===== config.mk =====
export PLATFORM = sky130hd
export DESIGN_NAME = mod_hi_speed_ram_arbiter_flat
export DESIGN_NICKNAME = d
export VERILOG_FILES = /design/src/rtl/mod_hi_speed_ram_arbiter_if.sv /design/src/rtl/mod_hi_speed_ram_arbiter.sv /design/src/flat_wrapper.sv
export SDC_FILE = /design/constraint.sdc
export NUM_CORES = 1
export LEC_CHECK = 0
export ABC_CLOCK_PERIOD_IN_PS = 1740
export CORE_MARGIN = 2
export CORE_UTILIZATION = 36
export CTS_CLUSTER_SIZE = 25
export DETAILED_ROUTE_END_ITERATION = 8
export GPL_TIMING_DRIVEN = 0
export PLACE_DENSITY = 0.74
export SLEW_MARGIN = 30
export SYNTH_ARGS = -nofsm -noshare
export SYNTH_HDL_FRONTEND = slang
export SYNTH_SLANG_ARGS = --single-unit
export TNS_END_PERCENT = 100

===== constraint.sdc =====
create_clock -name CLK -period 1.74 [get_ports CLK]
set_input_delay 0.348 -clock CLK [delete_from_list [all_inputs] [get_ports CLK]]
set_output_delay 0.348 -clock CLK [all_outputs]
set_load 0.02 [all_outputs]

===== src/rtl/mod_hi_speed_ram_arbiter_if.sv =====
// -----------------------------------------------------------------------------
// mod_hi_speed_ram_arbiter_if
//   Bundles the three requester ports (RX writer, TX reader, host R/W), the
//   single-port buffer RAM port and the GRANT status into one interface.
//   slave  : the arbiter's view (takes REQs/addresses/RAM_RDATA, drives RDYs,
//            read data, RAM address/data/WE and GRANT).
//   master : the environment's view (requesters plus the RAM itself).
// -----------------------------------------------------------------------------
interface mod_hi_speed_ram_arbiter_if;
  // RX writer
  logic        RX_RAM_REQ_WR;
  logic        RX_RAM_RDY_WR;
  logic [15:0] RX_RAM_ADDR;
  logic [7:0]  RX_RAM_DATA;
  // TX reader
  logic        TX_RAM_REQ_RD;
  logic        TX_RAM_RDY_RD;
  logic [15:0] TX_RAM_ADDR;
  logic [7:0]  TX_RAM_DATA;
  // Host read/write
  logic        HOST_REQ;
  logic        HOST_WE;
  logic [15:0] HOST_ADDR;
  logic [7:0]  HOST_WDATA;
  logic [7:0]  HOST_RDATA;
  logic        HOST_RDY;
  // Buffer RAM
  logic [15:0] RAM_ADDR;
  logic [7:0]  RAM_WDATA;
  logic        RAM_WE;
  logic [7:0]  RAM_RDATA;
  // Current owner: 0 none, 1 RX, 2 TX, 3 HOST
  logic [1:0]  GRANT;

  modport slave (
    input  RX_RAM_REQ_WR, RX_RAM_ADDR, RX_RAM_DATA,
    input  TX_RAM_REQ_RD, TX_RAM_ADDR,
    input  HOST_REQ, HOST_WE, HOST_ADDR, HOST_WDATA,
    input  RAM_RDATA,
    output RX_RAM_RDY_WR, TX_RAM_RDY_RD, TX_RAM_DATA,
    output HOST_RDATA, HOST_RDY,
    output RAM_ADDR, RAM_WDATA, RAM_WE, GRANT
  );

  modport master (
    output RX_RAM_REQ_WR, RX_RAM_ADDR, RX_RAM_DATA,
    output TX_RAM_REQ_RD, TX_RAM_ADDR,
    output HOST_REQ, HOST_WE, HOST_ADDR, HOST_WDATA,
    output RAM_RDATA,
    input  RX_RAM_RDY_WR, TX_RAM_RDY_RD, TX_RAM_DATA,
    input  HOST_RDATA, HOST_RDY,
    input  RAM_ADDR, RAM_WDATA, RAM_WE, GRANT
  );
endinterface


===== src/rtl/mod_hi_speed_ram_arbiter.sv =====
// -----------------------------------------------------------------------------
// mod_hi_speed_ram_arbiter
//   Shares one single-port synchronous buffer RAM between the hi-speed RX
//   writer, the hi-speed TX reader and the host port. One access at a time:
//   IDLE -> ACCESS -> [WAIT] -> DONE -> GAP -> IDLE.
//
// Parameters
//   RD_LAT  : RAM read latency, 1..3. The ACCESS cycle (address on the RAM)
//             counts as the first latency cycle; RAM_RDATA must be valid by
//             the end of cycle RD_LAT and is captured on that edge.
//   RX_BASE : offset added to RX_RAM_ADDR (16-bit, carry dropped)
//   TX_BASE : offset added to TX_RAM_ADDR (16-bit, carry dropped)
//
// Ports
//   CLK   : system clock
//   RESET : asynchronous, active-low reset; aborts any access in flight
//   bus   : mod_hi_speed_ram_arbiter_if.slave (requester REQ/RDY handshakes,
//           RAM port, GRANT)
//
// Configuration
//   HS_ARB_ROUND_ROBIN_EN defined : round-robin RX -> TX -> HOST -> RX,
//                                   search starts after the last winner.
//   undefined                     : fixed priority RX > TX > HOST.
// -----------------------------------------------------------------------------
module mod_hi_speed_ram_arbiter #(
  parameter int unsigned RD_LAT  = 2,
  parameter logic [15:0] RX_BASE = 16'h0000,
  parameter logic [15:0] TX_BASE = 16'h0800
) (
  input logic                        CLK,
  input logic                        RESET,
  mod_hi_speed_ram_arbiter_if.slave  bus
);

  typedef enum logic [2:0] {
    S_IDLE, S_ACCESS, S_WAIT, S_DONE, S_GAP
  } state_t;

  localparam logic [1:0] P_NONE = 2'd0;
  localparam logic [1:0] P_RX   = 2'd1;
  localparam logic [1:0] P_TX   = 2'd2;
  localparam logic [1:0] P_HOST = 2'd3;

  // WAIT lasts RD_LAT-1 cycles: counter runs 0 .. RD_LAT-2.
  localparam logic [1:0] WAIT_LAST = (RD_LAT > 1) ? 2'(RD_LAT - 2) : 2'd0;

  state_t      state_reg, state_next;
  logic [1:0]  grant_reg;
  logic [1:0]  win_port;
  logic [15:0] ram_addr_reg;
  logic [7:0]  ram_wdata_reg;
  logic        ram_we_reg;
  logic        is_read_reg;
  logic [1:0]  wait_cnt_reg;
  logic [7:0]  tx_data_reg;
  logic [7:0]  host_rdata_reg;
  logic        rx_rdy, tx_rdy, host_rdy;
  logic [3:0]  req_vec;

  // Indexed by port id so the arbiter can use the GRANT encoding directly.
  assign req_vec = {bus.HOST_REQ, bus.TX_RAM_REQ_RD, bus.RX_RAM_REQ_WR, 1'b0};

`ifdef HS_ARB_ROUND_ROBIN_EN
  logic [1:0] rr_first_reg;   // port searched first on the next IDLE pass
  logic [2:0] cand_port;

  always_ff @(posedge CLK or negedge RESET) begin
    if (!RESET)
      rr_first_reg <= P_RX;
    else if (state_reg == S_IDLE && win_port != P_NONE)
      rr_first_reg <= (win_port == P_HOST) ? P_RX : win_port + 2'd1;
  end

  // Walk the three ports from last to first in search order so the earliest
  // requesting port in the rotation is the final assignment.
  always_comb begin
    win_port  = P_NONE;
    cand_port = 3'd0;
    for (int k = 2; k >= 0; k--) begin
      cand_port = {1'b0, rr_first_reg} + 3'(k);
      if (cand_port > 3'd3)
        cand_port = cand_port - 3'd3;
      if (req_vec[cand_port[1:0]])
        win_port = cand_port[1:0];
    end
  end
`else
  always_comb begin
    if (req_vec[1])      win_port = P_RX;
    else if (req_vec[2]) win_port = P_TX;
    else if (req_vec[3]) win_port = P_HOST;
    else                 win_port = P_NONE;
  end
`endif

  // State register
  always_ff @(posedge CLK or negedge RESET) begin
    if (!RESET) state_reg <= S_IDLE;
    else        state_reg <= state_next;
  end

  // Next-state logic
  always_comb begin
    state_next = state_reg;
    case (state_reg)
      S_IDLE:   if (win_port != P_NONE) state_next = S_ACCESS;
      S_ACCESS: begin
        if (!is_read_reg || RD_LAT <= 1) state_next = S_DONE;
        else                             state_next = S_WAIT;
      end
      S_WAIT:   if (wait_cnt_reg == WAIT_LAST) state_next = S_DONE;
      S_DONE:   state_next = S_GAP;
      S_GAP:    state_next = S_IDLE;
      default:  state_next = S_IDLE;
    endcase
  end

  // Output logic: the owner's RDY is high for the single DONE cycle.
  always_comb begin
    rx_rdy   = 1'b0;
    tx_rdy   = 1'b0;
    host_rdy = 1'b0;
    if (state_reg == S_DONE) begin
      rx_rdy   = (grant_reg == P_RX);
      tx_rdy   = (grant_reg == P_TX);
      host_rdy = (grant_reg == P_HOST);
    end
  end

  // Access datapath: requester inputs are sampled only on the grant edge.
  always_ff @(posedge CLK or negedge RESET) begin
    if (!RESET) begin
      grant_reg      <= P_NONE;
      ram_addr_reg   <= 16'h0000;
      ram_wdata_reg  <= 8'h00;
      ram_we_reg     <= 1'b0;
      is_read_reg    <= 1'b0;
      wait_cnt_reg   <= 2'd0;
      tx_data_reg    <= 8'h00;
      host_rdata_reg <= 8'h00;
    end else begin
      case (state_reg)
        S_IDLE: begin
          if (win_port != P_NONE) begin
            grant_reg   <= win_port;
            is_read_reg <= (win_port == P_TX) || (win_port == P_HOST && !bus.HOST_WE);
            ram_we_reg  <= (win_port == P_RX) || (win_port == P_HOST && bus.HOST_WE);
            case (win_port)
              P_RX: begin
                ram_addr_reg  <= bus.RX_RAM_ADDR + RX_BASE;
                ram_wdata_reg <= bus.RX_RAM_DATA;
              end
              P_TX:    ram_addr_reg <= bus.TX_RAM_ADDR + TX_BASE;
              default: begin
                ram_addr_reg  <= bus.HOST_ADDR;
                ram_wdata_reg <= bus.HOST_WDATA;
              end
            endcase
          end
        end
        S_ACCESS: begin
          ram_we_reg   <= 1'b0;
          wait_cnt_reg <= 2'd0;
        end
        S_WAIT:   wait_cnt_reg <= wait_cnt_reg + 2'd1;
        S_DONE:   grant_reg <= P_NONE;   // GRANT is 0 from GAP onwards
        default:  ;
      endcase

      // Read data is captured on the edge that enters DONE and held after.
      if (state_reg != S_DONE && state_next == S_DONE && is_read_reg) begin
        if (grant_reg == P_TX) tx_data_reg    <= bus.RAM_RDATA;
        else                   host_rdata_reg <= bus.RAM_RDATA;
      end
    end
  end

  assign bus.RX_RAM_RDY_WR = rx_rdy;
  assign bus.TX_RAM_RDY_RD = tx_rdy;
  assign bus.HOST_RDY      = host_rdy;
  assign bus.TX_RAM_DATA   = tx_data_reg;
  assign bus.HOST_RDATA    = host_rdata_reg;
  assign bus.RAM_ADDR      = ram_addr_reg;
  assign bus.RAM_WDATA     = ram_wdata_reg;
  assign bus.RAM_WE        = ram_we_reg;
  assign bus.GRANT         = grant_reg;

endmodule

===== src/flat_wrapper.sv =====
// flat-port wrapper written by rule: the top's interface ports become plain ports
module mod_hi_speed_ram_arbiter_flat 
#(
  parameter int unsigned RD_LAT  = 2,
  parameter logic [15:0] RX_BASE = 16'h0000,
  parameter logic [15:0] TX_BASE = 16'h0800
)
  (CLK, RESET, bus_RX_RAM_REQ_WR, bus_RX_RAM_ADDR, bus_RX_RAM_DATA, bus_TX_RAM_REQ_RD, bus_TX_RAM_ADDR, bus_HOST_REQ, bus_HOST_WE, bus_HOST_ADDR, bus_HOST_WDATA, bus_RAM_RDATA, bus_RX_RAM_RDY_WR, bus_TX_RAM_RDY_RD, bus_TX_RAM_DATA, bus_HOST_RDATA, bus_HOST_RDY, bus_RAM_ADDR, bus_RAM_WDATA, bus_RAM_WE, bus_GRANT);
  mod_hi_speed_ram_arbiter_if bus_i ();
  input logic CLK;
  input logic RESET;
  input wire logic [$bits(bus_i.RX_RAM_REQ_WR)-1:0] bus_RX_RAM_REQ_WR;
  input wire logic [$bits(bus_i.RX_RAM_ADDR)-1:0] bus_RX_RAM_ADDR;
  input wire logic [$bits(bus_i.RX_RAM_DATA)-1:0] bus_RX_RAM_DATA;
  input wire logic [$bits(bus_i.TX_RAM_REQ_RD)-1:0] bus_TX_RAM_REQ_RD;
  input wire logic [$bits(bus_i.TX_RAM_ADDR)-1:0] bus_TX_RAM_ADDR;
  input wire logic [$bits(bus_i.HOST_REQ)-1:0] bus_HOST_REQ;
  input wire logic [$bits(bus_i.HOST_WE)-1:0] bus_HOST_WE;
  input wire logic [$bits(bus_i.HOST_ADDR)-1:0] bus_HOST_ADDR;
  input wire logic [$bits(bus_i.HOST_WDATA)-1:0] bus_HOST_WDATA;
  input wire logic [$bits(bus_i.RAM_RDATA)-1:0] bus_RAM_RDATA;
  output wire logic [$bits(bus_i.RX_RAM_RDY_WR)-1:0] bus_RX_RAM_RDY_WR;
  output wire logic [$bits(bus_i.TX_RAM_RDY_RD)-1:0] bus_TX_RAM_RDY_RD;
  output wire logic [$bits(bus_i.TX_RAM_DATA)-1:0] bus_TX_RAM_DATA;
  output wire logic [$bits(bus_i.HOST_RDATA)-1:0] bus_HOST_RDATA;
  output wire logic [$bits(bus_i.HOST_RDY)-1:0] bus_HOST_RDY;
  output wire logic [$bits(bus_i.RAM_ADDR)-1:0] bus_RAM_ADDR;
  output wire logic [$bits(bus_i.RAM_WDATA)-1:0] bus_RAM_WDATA;
  output wire logic [$bits(bus_i.RAM_WE)-1:0] bus_RAM_WE;
  output wire logic [$bits(bus_i.GRANT)-1:0] bus_GRANT;
  assign bus_i.RX_RAM_REQ_WR = bus_RX_RAM_REQ_WR;
  assign bus_i.RX_RAM_ADDR = bus_RX_RAM_ADDR;
  assign bus_i.RX_RAM_DATA = bus_RX_RAM_DATA;
  assign bus_i.TX_RAM_REQ_RD = bus_TX_RAM_REQ_RD;
  assign bus_i.TX_RAM_ADDR = bus_TX_RAM_ADDR;
  assign bus_i.HOST_REQ = bus_HOST_REQ;
  assign bus_i.HOST_WE = bus_HOST_WE;
  assign bus_i.HOST_ADDR = bus_HOST_ADDR;
  assign bus_i.HOST_WDATA = bus_HOST_WDATA;
  assign bus_i.RAM_RDATA = bus_RAM_RDATA;
  assign bus_RX_RAM_RDY_WR = bus_i.RX_RAM_RDY_WR;
  assign bus_TX_RAM_RDY_RD = bus_i.TX_RAM_RDY_RD;
  assign bus_TX_RAM_DATA = bus_i.TX_RAM_DATA;
  assign bus_HOST_RDATA = bus_i.HOST_RDATA;
  assign bus_HOST_RDY = bus_i.HOST_RDY;
  assign bus_RAM_ADDR = bus_i.RAM_ADDR;
  assign bus_RAM_WDATA = bus_i.RAM_WDATA;
  assign bus_RAM_WE = bus_i.RAM_WE;
  assign bus_GRANT = bus_i.GRANT;
  mod_hi_speed_ram_arbiter #(.RD_LAT(RD_LAT), .RX_BASE(RX_BASE), .TX_BASE(TX_BASE)) u_core (.CLK(CLK), .RESET(RESET), .bus(bus_i));
endmodule

# ---- Word level (Yosys, flattened, before mapping)
# Index checks and enable logic that the tools add are counted.
dict set report classes {
  n_addsub 2
  mul 0
  n_div 0
  order_cmp 0
  n_eq_ne 12
  shift 0
  n_mux 17
  bitwise 2
  n_reduce_logical 19
}
# operator n
set op_table {}
lappend op_table {{$pmux W16 S2} 1}
lappend op_table {{$add A16 B12 Y16 const B} 1}
lappend op_table {{$pmux W8 S2} 1}
lappend op_table {{$pmux W3 S4} 1}
lappend op_table {{$reduce_and A2 Y1} 5}
lappend op_table {{$eq A3 B2 Y1 const B} 3}
lappend op_table {{$eq A2 B2 Y1 const B} 4}
lappend op_table {{$mux W2} 4}
lappend op_table {{$pmux W2 S2} 2}
lappend op_table {{$reduce_bool A2 Y1} 4}
lappend op_table {{$mux W3} 2}
lappend op_table {{$mux W1} 5}
lappend op_table {{$eq A2 B1 Y1 const B} 2}
lappend op_table {{$logic_and A1 B1 Y1} 4}
lappend op_table {{$eq A3 B1 Y1 const B} 1}
lappend op_table {{$logic_not A3 Y1} 1}
lappend op_table {{$ne A3 B2 Y1 const B} 1}
lappend op_table {{$reduce_and A3 Y1} 1}
lappend op_table {{$add A2 B1 Y2 const B} 1}
lappend op_table {{$logic_not A2 Y1} 1}
lappend op_table {{$logic_or A1 B1 Y1} 2}
lappend op_table {{$ne A2 B1 Y1 const B} 1}
lappend op_table {{$not A1 Y1} 2}
lappend op_table {{$pmux W1 S2} 1}
lappend op_table {{$logic_not A1 Y1} 1}
dict set report totals {
  ff_bits 49
  latch_bits 0
  mem_bits_rw 0
  mem_bits_ro 0
  in_bits 78
  output_inout_bits 46
  wordCells 61
  n_memories 0
}

# ---- Longest topological paths before layout
dict set report depth {
  ltp_word 10
  depth_mapped 10
  ltp_nobuf 8
}

# ---- Worst setup path before layout
# OpenSTA, ideal clock, no wires.
dict set report synth_timing {
  path_type {in2reg}
  startpoint {in bus_HOST_REQ}
  endpoint {reg u_core.ram_wdata_reg[5] (netlist: u_core.bus.RAM_WDATA[5])}
  arrival_time_ns 2.014
  slack_ns -0.392
  path_stages 10
  path_buffers 3
  path_cell_list {nor2_1 -> or2_2 -> ha_1 -> or4_4 -> buf_6 -> or2_1 -> buf_6 -> buf_8 -> nand2_1 -> o21ai_2}
}
dict set report synth_between {
  elab_chain_cells 6
  elab_cells_between_ends 9
  classes_between {eq/ne (2); mux (4); bitwise (1); reduce/logical (2)}
}
# element line
set synth_lines {}
lappend synth_lines {{start, declared} flat_wrapper.sv:17} ;# input wire logic [$bits(bus_i.HOST_REQ)-1:0] bus_HOST_REQ;
lappend synth_lines {{$mux W2 *} mod_hi_speed_ram_arbiter.sv:91} ;# else if (req_vec[3]) win_port = P_HOST;
lappend synth_lines {{$mux W2 *} mod_hi_speed_ram_arbiter.sv:90} ;# else if (req_vec[2]) win_port = P_TX;
lappend synth_lines {{$mux W2 *} mod_hi_speed_ram_arbiter.sv:89} ;# if (req_vec[1]) win_port = P_RX;
lappend synth_lines {{$eq A2 B2 Y1} mod_hi_speed_ram_arbiter.sv:148} ;# case (win_port)
lappend synth_lines {{$not A1 Y1 (no source line)} n/a}
lappend synth_lines {{$reduce_and A3 Y1 (no source line)} n/a}
lappend synth_lines {{end signal, assigned} mod_hi_speed_ram_arbiter.sv:151} ;# ram_wdata_reg <= bus.RX_RAM_DATA;
lappend synth_lines {{end signal, assigned} mod_hi_speed_ram_arbiter.sv:156} ;# ram_wdata_reg <= bus.HOST_WDATA;
lappend synth_lines {{end, declared} mod_hi_speed_ram_arbiter.sv:51} ;# logic [7:0] ram_wdata_reg;
# Mark *: on every way between the ends. The rest lies on a longest branch, timed or not.
# A chain may end at the register's enable or synchronous reset.

# ---- Final worst setup path
dict set report layout_timing {
  startpoint {reg u_core.state_reg[2]}
  endpoint {out bus_TX_RAM_RDY_RD}
}
dict set report layout_between {
  elab_chain_cells 2
}
# element line
set layout_lines {}
lappend layout_lines {{start, declared} mod_hi_speed_ram_arbiter.sv:47} ;# state_t state_reg, state_next;
lappend layout_lines {{start signal, assigned} mod_hi_speed_ram_arbiter.sv:99} ;# else state_reg <= state_next;
lappend layout_lines {{$eq A3 B2 Y1} mod_hi_speed_ram_arbiter.sv:123} ;# if (state_reg == S_DONE) begin
lappend layout_lines {{$mux W1} mod_hi_speed_ram_arbiter.sv:123}
lappend layout_lines {{end, declared} flat_wrapper.sv:23} ;# output wire logic [$bits(bus_i.TX_RAM_RDY_RD)-1:0] bus_TX_RAM_RDY_RD;
# Every way passes these cells.

==> results.md <==
- Period utilization: 1.016
- Setup crit start kind: register
- Crit-path max FO: 8
- Num ports: 124
- Routed WL: 6928 um
- TritonCTS clock tree: yes
- Yosys cell types: 35
- DR WL/cell: 14.62 um
- Area Overhead vs Synth: 73.19%
- Synthesized flop and latch total: 49
- Setup ws final: -28.28 ps
- Crit end category: output port
- H-tree levels: 2
- Number of global-route vias before repair: 2386
- Final global-route overflow total: 0
- Synth area leader: dfrtp_1
- Synth area leaders: dfrtp_1 (50%), nand2_1 (7.5%), mux2_2 (7.4%)
- Final Cell Area: 4228 um2
- Worst VDD drop: 0.0006052 V
- PortBufs: around 120
- Setup-failing EPs final: 10
- Synthesized area: 2441 um2
- Root buf cell: clkbuf_8
- CTS Buffer Depth: 2
- Clock transition at path regs: 100 ps
- Ant. Diodes: 0
- TritonCTS Sinks: just under 50
- Yosys top cell area share: 0.5023
- Critical Path AT: 1420 ps
- Relative slew slack: 0.5827
- Die H: 86.35 um
- Initial antenna violation count: 0
- Final Hold Fails: 0
- Failing checks: setup timing
- Final setup TNS: -130.5 ps
- Pin count of the biggest net entering global routing: 50
- 1st-iter DRT viols: approximately 100
- # fillers: 572
- Status: finished, violations left
- Syn nets: 334
- Min cycle time layout: around 1800 ps
- Hold-fix buffers, CTS: 0
- Mean post-synth cell area: 9.764 um2
- Latest clock arrival within the worst-skew pair: around 310 ps
- NumNets Final: 477
- Met2 Routed Length: between 3000 and 4000 um
- DRT Pass-1 Iters: 4
- Total GRT Usage: 0.1836
- Cell Area, Placed: 3805 um2
- Site Rows: 30
- Seq/Total Area, Yosys: 0.5023
- Vias: between 2000 and 2500
- Post-DP HPWL: 4975 um
- Synth warn: 0
- WL met1: 2954 um
- Die area: 7455 um2
- Share of layout cells above drive strength 1: 0.2335
- Drt drc: 0
- Vias per inst: 4.951
- Highest Clock Rate: 565.5 MHz
- Worst-margin pin slew: 626.0 ps
- Hold/Removal Path Class: primary input to async pin
- Leakage power: 1.851 nW
- Post-Synthesis Cells: 250
- Final setup skew: approximately 8 ps
- Final slew viol count: 0
- Critical path data required time: 1390 ps
- Antenna Nets Post-Route: 0
- Max-cap violations: 0
- DR top layer: met4
- Unrepaired setup endpoints after global routing: true
- Metal3 WL: 414 um
- GPL Wtd Cong: 0.7790
- Max FFs per register: 16
- First-pass GRT wire length: around 11000 um
- Core area: around 6700 um2
- TritonCTS Buffers: 5
- Starting Density: 0.3654
- PwrDens: 1559 nW/um2
- Setup Crit Path Kind: register to output port
- Die Wd: 86.35 um
layout by cell type, fill, tap and decap left out, types with 2 or more instances in the layout:
cell type / instances
clkdlybuf4s50_1: 113
dfrtp_1: 48
nand2_1: 41
o21ai_0: 22
mux2_2: 16
o21ai_2: 13
buf_4: 13
a22oi_1: 12
inv_1: 10
clkbuf_8: 10
mux2i_1: 8
nor2_1: 7
o21ai_1: 7
a21oi_1: 7
buf_6: 6
nand2_2: 5
buf_8: 4
ha_1: 4
xnor2_1: 3
nand2_4: 3
clkbuf_1: 3
o31ai_1: 3
or2_4: 2
buf_2: 2
nand3_1: 2
ha_4: 2
clkinvlp_4: 2
dlymetal6s2s_1: 2
cell families after synthesis:
group,synth area share
multiplexers,0.1066
AO/OA/AOI/OAI,0.1630
XOR/XNOR,0.01435
AND/OR/NAND/NOR,0.1287
buffers and inverters,0.05433
adder cells (fa/ha/maj),0.03075
flip-flops,0.5023
synth_stat cells:
master and count:
a31oi_1 1, mux2_2 16, mux2i_1 8, inv_1 10
buf_1 1, o21ai_2 2, nor2b_1 1, or2_1 1
buf_2 1, nand3_1 2, o31ai_1 3, a21oi_1 9
o21ai_0 33, nor2_1 8, or2_2 1, nor3b_1 1
a311oi_1 1, xor2_1 1, nor4_1 2, nand2b_1 1
buf_6 3, and3_1 2, buf_8 1, nor3_1 1
nand3b_1 1, a22oi_1 12, ha_1 6, and3b_1 1
a21o_1 1, o21ai_1 7, nand2_1 49, clkbuf_1 10
xnor2_1 3, or4_4 1, dfrtp_1 49
path summary, 6_finish.rpt:
| path | startpoint | endpoint | slack (ps) | cells after the start |
|---|---|---|---|---|
| max reg2reg | u_core.state_reg[1] | u_core.bus.RAM_ADDR[11] | -20 | 6 |
| min in group CLK | u_core.bus.RAM_ADDR[13] | u_core.bus.RAM_ADDR[13] | 490 | 2 |
| min reg2reg | u_core.bus.RAM_ADDR[13] | u_core.bus.RAM_ADDR[13] | 490 | 2 |
| min | RESET | u_core.bus.RAM_ADDR[9] | 60 | 1 |
| max | u_core.state_reg[2] | bus_TX_RAM_RDY_RD | -30 | 4 |
| max in group asynchronous | RESET | u_core.state_reg[0] | 1240 | 1 |
stage by stage:
step / hold WS, ps / setup WS (ps) / power, mW / std cells / util
finish: 60.68 / -28.28 / 6.591 / 474 / 0.6328
floorplan: 52.41 / -278.3 / 3.788 / 250 / -
global route: 97.45 / -81.67 / 7.022 / 474 / 0.6328
detailed placement: 406.4 / -976.2 / 5.318 / 453 / 0.5695
CTS: 71.01 / -126.5 / 6.362 / 471 / 0.6103
global placement: 460.3 / -1102 / 5.240 / 453 / 0.5699
power by group:
group          total [mW]  internal (mW)  switching [mW]
Combinational        3.82           1.99            1.83
Sequential           2.06           1.70           0.364
Clock               0.710          0.293           0.417
Total                6.59           3.98            2.61
layout make-up:
| class | count | area [um2] | area share |
|---|---|---|---|
| timing repair buffer | 140 | 1408 | 0.3329 |
| multi-input combinational | 175 | 1250 | 0.2957 |
| sequential | 49 | 1227 | 0.2903 |
| buffer | 12 | 110.1 | 0.02604 |
| tap | 80 | 100.1 | 0.02368 |
| clock buffer | 5 | 68.82 | 0.01628 |
| inverter | 10 | 37.54 | 0.008878 |
| clock inverter | 3 | 26.28 | 0.006215 |
critical path, cell delays in order, from the launching register on:
cell and delay [ps]:
dfrtp_1 380, buf_6 140, and3b_2 270, nor3b_4 190
buf_6 140
timing repair:
item	CTS	global route
gates resized for setup	74	31
cloned	1	1
buffers inserted	12	4
pin swaps	9	11
endpoints found under the setup margin	48	46
metal layers:
layer,vias to the layer above,global-route usage
li1,1149,-
met1,1107,0.2166
met2,81,0.3238
met3,10,0.04857
met4,0,0.06108
met5,-,0
Note: power is estimated with default switching activity, not from simulation.
